--- src/rtl/sub16_serial.sv ---
// rtl/sub16_serial.sv - bit-serial 16-bit subtractor, LSB first, one bit per clock
// Optional SUB16_SERIAL_SAT_EN: clamp diff to 0 when the final borrow is set.
module sub16_serial #(
   parameter int WIDTH = 16
) (
   input  logic             clk,
   input  logic             reset,
   input  logic             start,
   input  logic [WIDTH-1:0] a,
   input  logic [WIDTH-1:0] b,
   output logic             ready,
   output logic             done,
   output logic [WIDTH-1:0] diff,
   output logic             borrow
);

   typedef enum logic [1:0] {IDLE, RUN, DONE} state_t;

   state_t           state_q, state_d;
   logic [3:0]       cnt_q, cnt_d;
   logic [WIDTH-1:0] a_sh_q, a_sh_d;
   logic [WIDTH-1:0] b_sh_q, b_sh_d;
   logic [WIDTH-1:0] res_q, res_d;
   logic [WIDTH-1:0] diff_q, diff_d;
   logic             br_q, br_d;
   logic             borrow_q, borrow_d;

   logic             a_bit, b_bit, d_bit, br_next;
   logic [WIDTH-1:0] res_next;

   always_comb begin
      a_bit    = a_sh_q[0];
      b_bit    = b_sh_q[0];
      d_bit    = a_bit ^ b_bit ^ br_q;
      br_next  = (~a_bit & b_bit) | (~(a_bit ^ b_bit) & br_q);
      res_next = {d_bit, res_q[WIDTH-1:1]};
   end

   always_comb begin
      state_d  = state_q;
      cnt_d    = cnt_q;
      a_sh_d   = a_sh_q;
      b_sh_d   = b_sh_q;
      res_d    = res_q;
      diff_d   = diff_q;
      br_d     = br_q;
      borrow_d = borrow_q;
      ready    = 1'b0;
      done     = 1'b0;
      case (state_q)
         IDLE: begin
            ready = 1'b1;
            if (start) begin
               state_d = RUN;
               a_sh_d  = a;
               b_sh_d  = b;
               br_d    = 1'b0;
               cnt_d   = 4'd0;
            end
         end
         RUN: begin
            a_sh_d = a_sh_q >> 1;
            b_sh_d = b_sh_q >> 1;
            br_d   = br_next;
            res_d  = res_next;
            cnt_d  = cnt_q + 4'd1;
            // Results are published only once all 16 bits are in.
            if (cnt_q == 4'd15) begin
               state_d  = DONE;
               borrow_d = br_next;
`ifdef SUB16_SERIAL_SAT_EN
               diff_d   = br_next ? '0 : res_next;
`else
               diff_d   = res_next;
`endif
            end
         end
         DONE: begin
            done    = 1'b1;
            state_d = IDLE;
         end
         default: state_d = IDLE;
      endcase
   end

   always_ff @(posedge clk) begin
      if (reset) begin
         state_q  <= IDLE;
         cnt_q    <= 4'd0;
         a_sh_q   <= '0;
         b_sh_q   <= '0;
         res_q    <= '0;
         diff_q   <= '0;
         br_q     <= 1'b0;
         borrow_q <= 1'b0;
      end else begin
         state_q  <= state_d;
         cnt_q    <= cnt_d;
         a_sh_q   <= a_sh_d;
         b_sh_q   <= b_sh_d;
         res_q    <= res_d;
         diff_q   <= diff_d;
         br_q     <= br_d;
         borrow_q <= borrow_d;
      end
   end

   assign diff   = diff_q;
   assign borrow = borrow_q;

endmodule

--- config.mk ---
export PLATFORM = sky130hd
export DESIGN_NAME = sub16_serial
export DESIGN_NICKNAME = d
export VERILOG_FILES = /design/src/rtl/sub16_serial.sv
export SDC_FILE = /design/constraint.sdc
export NUM_CORES = 1
export LEC_CHECK = 0
export ABC_CLOCK_PERIOD_IN_PS = 1800
export CAP_MARGIN = 10
export CORE_MARGIN = 5
export CORE_UTILIZATION = 52
export DETAILED_ROUTE_END_ITERATION = 10
export GPL_TIMING_DRIVEN = 0
export PLACE_DENSITY = 0.79
export SYNTH_ARGS = -nofsm -noshare
export SYNTH_HDL_FRONTEND = slang
export SYNTH_SLANG_ARGS = --single-unit
--- constraint.sdc ---
create_clock -name clk -period 1.8 [get_ports clk]
set_input_delay 0.45 -clock clk [delete_from_list [all_inputs] [get_ports clk]]
set_output_delay 0.45 -clock clk [all_outputs]
set_load 0.005 [all_outputs]
# --- Yosys cells after proc, flatten, opt, wreduce, memory -nomap -nowiden ---
# Index checks and enable logic that the tools add are counted.
classes:
  mux: 13
  reduce_logical: 5
  n_eq_ne: 5
  add_sub_neg: 1
  n_bitwise: 7
op_table:
  columns: ["cell", "n"]
  rows:
  - ["case mux 16 bit (2 select lines)", 2]
  - ["two-way mux 16 bit", 2]
  - ["case mux 4 bit (2 select lines)", 1]
  - ["AND reduction 2 bit", 3]
  - ["adder 4 x 1 -> 4 bit, second input constant", 1]
  - ["equality test 4 bit, second input constant", 1]
  - ["two-way mux 2 bit", 2]
  - ["two-way mux 4 bit", 1]
  - ["!= test 2 bit, second input constant", 2]
  - ["case mux 2 bit (2 select lines)", 1]
  - ["two-way mux 1 bit", 3]
  - ["bitwise AND 1 bit", 2]
  - ["equality test 2 x 1 -> 1 bit, second input constant", 1]
  - ["equality test 2 bit, second input constant", 1]
  - ["logical NOT 2 bit", 1]
  - ["NOT 1 bit", 2]
  - ["case mux 1 bit (2 select lines)", 1]
  - ["nonzero test 2 bit", 1]
  - ["XOR 1 bit", 2]
  - ["bitwise OR 1 bit", 1]
totals:
  in_bits: 35
  ff_bits: 72

# --- Longest topological paths before layout ---
logic_depth:
  word_depth: 5
  ltp_mapped: 6
  ltp_nobuf: 5

# --- Worst setup path before layout ---
# OpenSTA, ideal clock, no wires.
synth_timing:
  kind: "reg-to-reg"
  startpoint: "reg a_sh_q[0]"
  endpoint: "reg diff_q[15] (netlist: diff[15])"
  stages_incl_launch_ff: 5
  arrival_ns: 1.336
  path_buffers: 0
  path_slack_ns: 0.393
  path_cell_list: "dfxtp_1 fa_1 inv_1 or3_1 a21oi_1"
synth_between:
  elab_chain_len: 2
synth_rtl:
  columns: ["element", "line_no", "source"]
  rows:
  - ["start: declaration", "21", "logic [WIDTH-1:0] a_sh_q, a_sh_d;"]
  - ["start signal: assignment", "99", "a_sh_q <= a_sh_d;"]
  - ["XOR 1 bit (2 in a row)", "34", "d_bit = a_bit ^ b_bit ^ br_q;"]
  - ["via d_bit", "28", "logic a_bit, b_bit, d_bit, br_next;"]
  - ["end signal: assignment", "102", "diff_q <= diff_d;"]
  - ["end: declaration", "24", "logic [WIDTH-1:0] diff_q, diff_d;"]
# The timed path passes the listed nets, and every way through them passes these cells.
# A chain may end at the register's enable or synchronous reset.

# --- Final worst setup path ---
layout_timing:
  startpoint: "in reset"
  endpoint: "reg b_sh_q[1]"
layout_rtl:
  columns: ["element", "line_no", "source"]
  rows:
  - ["start: declaration", "7", "input logic reset,"]
  - ["end signal: assignment", "100", "b_sh_q <= b_sh_d;"]
  - ["end: declaration", "22", "logic [WIDTH-1:0] b_sh_q, b_sh_d;"]
# No word-level cell between the ends.

==> results.txt <==
Data on the critical path is required at its endpoint by approximately 2 ns. Static timing analysis puts the maximum clock frequency at 0.590 GHz. In the layout the commonest cells are sky130_fd_sc_hd__dfxtp_1 (69), sky130_fd_sc_hd__clkdlybuf4s50_1 (50), sky130_fd_sc_hd__nor2_1 (49). The net count reported at finish came out at 452. Once placement finished, the instance area stood at 3610 um^2. The kind of critical path is in2reg. The finished layout holds between 400 and 500 standard cells, fillers aside. The number of synthesized flops with an enable pin is 0. For this block, the via count after detailed routing is 2700. The count of placed standard cells including taps is 478.

The worst slew margin relative to its limit is a little under half. In this run the number of H-tree levels came out at 3. The top-level port count is between 50 and 60. The initial DRC count is 148.

The floorplan has 27 rows. The number of buffer cells added on primary ports came out at 52. The total area inside the core boundary comes to 5540 um^2. The data arrival time at the worst-slack endpoint came out at 1.89 ns. Tracing the worst setup path back leads to its startpoint at reset. The growth of design area from synthesis to finish came out at 25.8%.

Dividing the synthesized area by the synthesized cell count gives 8.47 um^2. STA classifies the critical path endpoint as a flip-flop. After synthesis the cells add up to 3000 um^2.

The terminus of the critical flop-to-flop path is diff[7]. The count of inserted antenna diode cells came out at 0. The total global routing overflow came out at 0.

The finished cells cover 3770 um^2. The commonest register cell after synthesis is sky130_fd_sc_hd__dfxtp_1. The number of clock buffers inserted by TritonCTS is 9. The placed wire-length estimate came out at 4900 um. The worst hold path was traced through 2 stages. The pin slew with the least headroom to its limit is 0.803 ns. The smallest clock period supported by the final layout is computed as 1.70 ns. Along the worst path, the maximum fanout reaches 10. The final clock period utilization by the worst path came out at about 94%. The congestion estimate from routability-driven global placement came to 0.854. The count of hold buffers inserted by post-cts repair came out at 0. The startpoint kind of the worst setup timing path is an input pin. The clock reaches the later pin of the worst-skew pair after between 0.3 and 0.4 ns. The die covers 7390 um^2. The worst reg2reg path depth came out at 5.

The initial utilization of the core area, before any placement, comes to around 54%. The overall die width came out at ~86 um. The number of vias per cell is 5.50. The post-route netlist has under 10% of its cells at a drive strength greater than 1. The analysis attributes to cell leakage a power of 1.32 nW.

For this run, the number of Yosys warnings is 0. In this run the deepest clock path goes through 2 buffers. The number of max-slew violations in the final report is 0.

The clock tree from TritonCTS is done. The initial antenna violation count is 0. The number of fill cells is roughly 500. The run finished with clean final reports. The count of max-cap constraint violations came out at 0.

Of the synthesized area, sequential elements account for ~47%. The number of instances in the synthesized netlist came out at 354. The detail route stage leaves a number of antenna-violating nets equal to 0. The post-place setup slack is -0.312 ns. The reg-to-reg critical path startpoint is cnt_q[0]. The hold slack came out at 0.461 ns.

In this run the worst hold path is classified as reg2reg. In the global route stage, overall resource usage came out at 19.7%. The count of final hold-check violations came out at 0.

In this run the power density over the cells is about 870 nW/um^2. The peak supply drop is 0.000674 V. The minimum setup slack in the final design is 0.104 ns. For this run, design rule violations remaining after detail routing come to 0. The worst clock skew came out at 0.00825 ns.

The total nets after synthesis is 391. The area of all sequential standard cells is 1430 um^2. The vertical die dimension is around 86 um. The routed wire length per instance is 14.0 um.

The first TritonRoute pass finished after 4 iterations. The final routed wirelength across all metal layers came out at slightly below 7000 um. The area of the multi-input gates is 1340 um^2. In this run the clock root is driven by a sky130_fd_sc_hd__clkbuf_8. Counting distinct cell types in the post-synthesis netlist gives 37. Setup repair after global routing left no endpoint under its margin. The critical path ends at b_sh_q[1]. The register clock-pin slew on the reported worst setup and hold paths came out at approximately 0.07 ns. For this run, asynchronously set or reset flops after synthesis account for 0%.

Setup violations remaining at the end of the flow were counted as 0. The most common cell after layout, fill and taps aside is sky130_fd_sc_hd__dfxtp_1. The post-synthesis sequential element count is just over 70. The slack of the worst reg-to-reg path is roughly 0.14 ns. Entering global routing, the biggest net connects 20 pins. The first global-routing pass estimated between 10000 and 15000 um of wire. The via count of the first global-routing pass is between 2000 and 2500.

The CTS sink count is just over 70.
-- synth_stat cells, drive strengths merged (4+ instances only) --
master | n | area share, %
inv | 19 | 2.4
a21oi | 32 | 5.3
a221o | 6 | 2.0
or3 | 17 | 3.5
buf | 17 | 3.5
clkbuf | 14 | 1.8
o2bb2ai | 21 | 6.1
o21ai | 16 | 2.7
nand2 | 34 | 4.3
nor2 | 50 | 6.3
a211oi | 24 | 6.0
dfxtp | 71 | 47
and2 | 4 | 0.83
-- critical path: stages --
cell	delay [ns]
sky130_fd_sc_hd__clkdlybuf4s50_1	0.53
sky130_fd_sc_hd__buf_1	0.36
sky130_fd_sc_hd__buf_1	0.44
sky130_fd_sc_hd__a211oi_1	0.10
-- metal layers --
metal  wire length, um  global-route usage (%)  up-vias
met5                 0                       0        -
met4               136                    9.50        0
met3               320                    3.94       13
met2              3040                    29.1       58
met1              3360                    27.4     1267
li1                  -                       -     1362
-- timing repair --
action                                  CTS  global route
endpoints found under the setup margin    2             1
buffers inserted                          0             0
hold endpoints to repair                  0             0
resized for setup                         9             1
-- cell families (layout without fill, tap and decap cells) --
| logic type | Yosys count | in the layout | synth area share (%) |
|---|---|---|---|
| buf+inv | 51 | 116 | 7.84 |
| mux | 1 | 1 | 0.334 |
| simple gates | 116 | 116 | 17.5 |
| fa+ha+maj | 2 | 2 | 1.08 |
| compound gates | 113 | 113 | 25.9 |
| flops | 71 | 71 | 47.4 |
-- how the worst min path moves through the flow --
stage / from / end / slack, ns
floorplan: br_q / br_q / 0.43
global placement: br_q / br_q / 0.43
detailed placement: res_q[1] / res_q[1] / 0.45
CTS: res_q[1] / res_q[1] / 0.46
global route: br_q / br_q / 0.48
finish: res_q[1] / res_q[1] / 0.46
-- power by group --
group | switching, mW | internal (mW) | leakage [nW]
logic | 0.256 | 0.224 | 0.653
registers | 0.0536 | 1.66 | 0.581
clock network | 0.544 | 0.531 | 0.0805
total | 0.854 | 2.41 | 1.32
-- sequential cells by signal, indices dropped and copies added (netlist names) --
register  cells
cnt_q         4
diff         16
borrow        1
state_q       2
res_q        15
a_sh_q       16
b_sh_q       16
br_q          1
-- final cells by class --
| type | count | share of cell area, % |
|---|---|---|
| clock inverter | 1 | 0.133 |
| timing repair buffer | 52 | 13.7 |
| clock buffer | 14 | 4.05 |
| inverter | 20 | 2.12 |
| buffer | 29 | 4.11 |
| multi-input combinational | 232 | 35.6 |
| sequential | 71 | 37.9 |
| tap | 72 | 2.39 |
-- through the flow --
step / power, mW / setup TNS (ns) / util, %
global route: 3.43 / 0 / 68.1
detailed placement: 2.23 / -12.98 / 65.2
CTS: 3.29 / 0 / 68.0
finish: 3.27 / 0 / 68.1
global placement: 2.21 / -12.62 / 65.2
floorplan: 2.05 / 0 / -
Note: power is estimated with default switching activity, not from simulation.
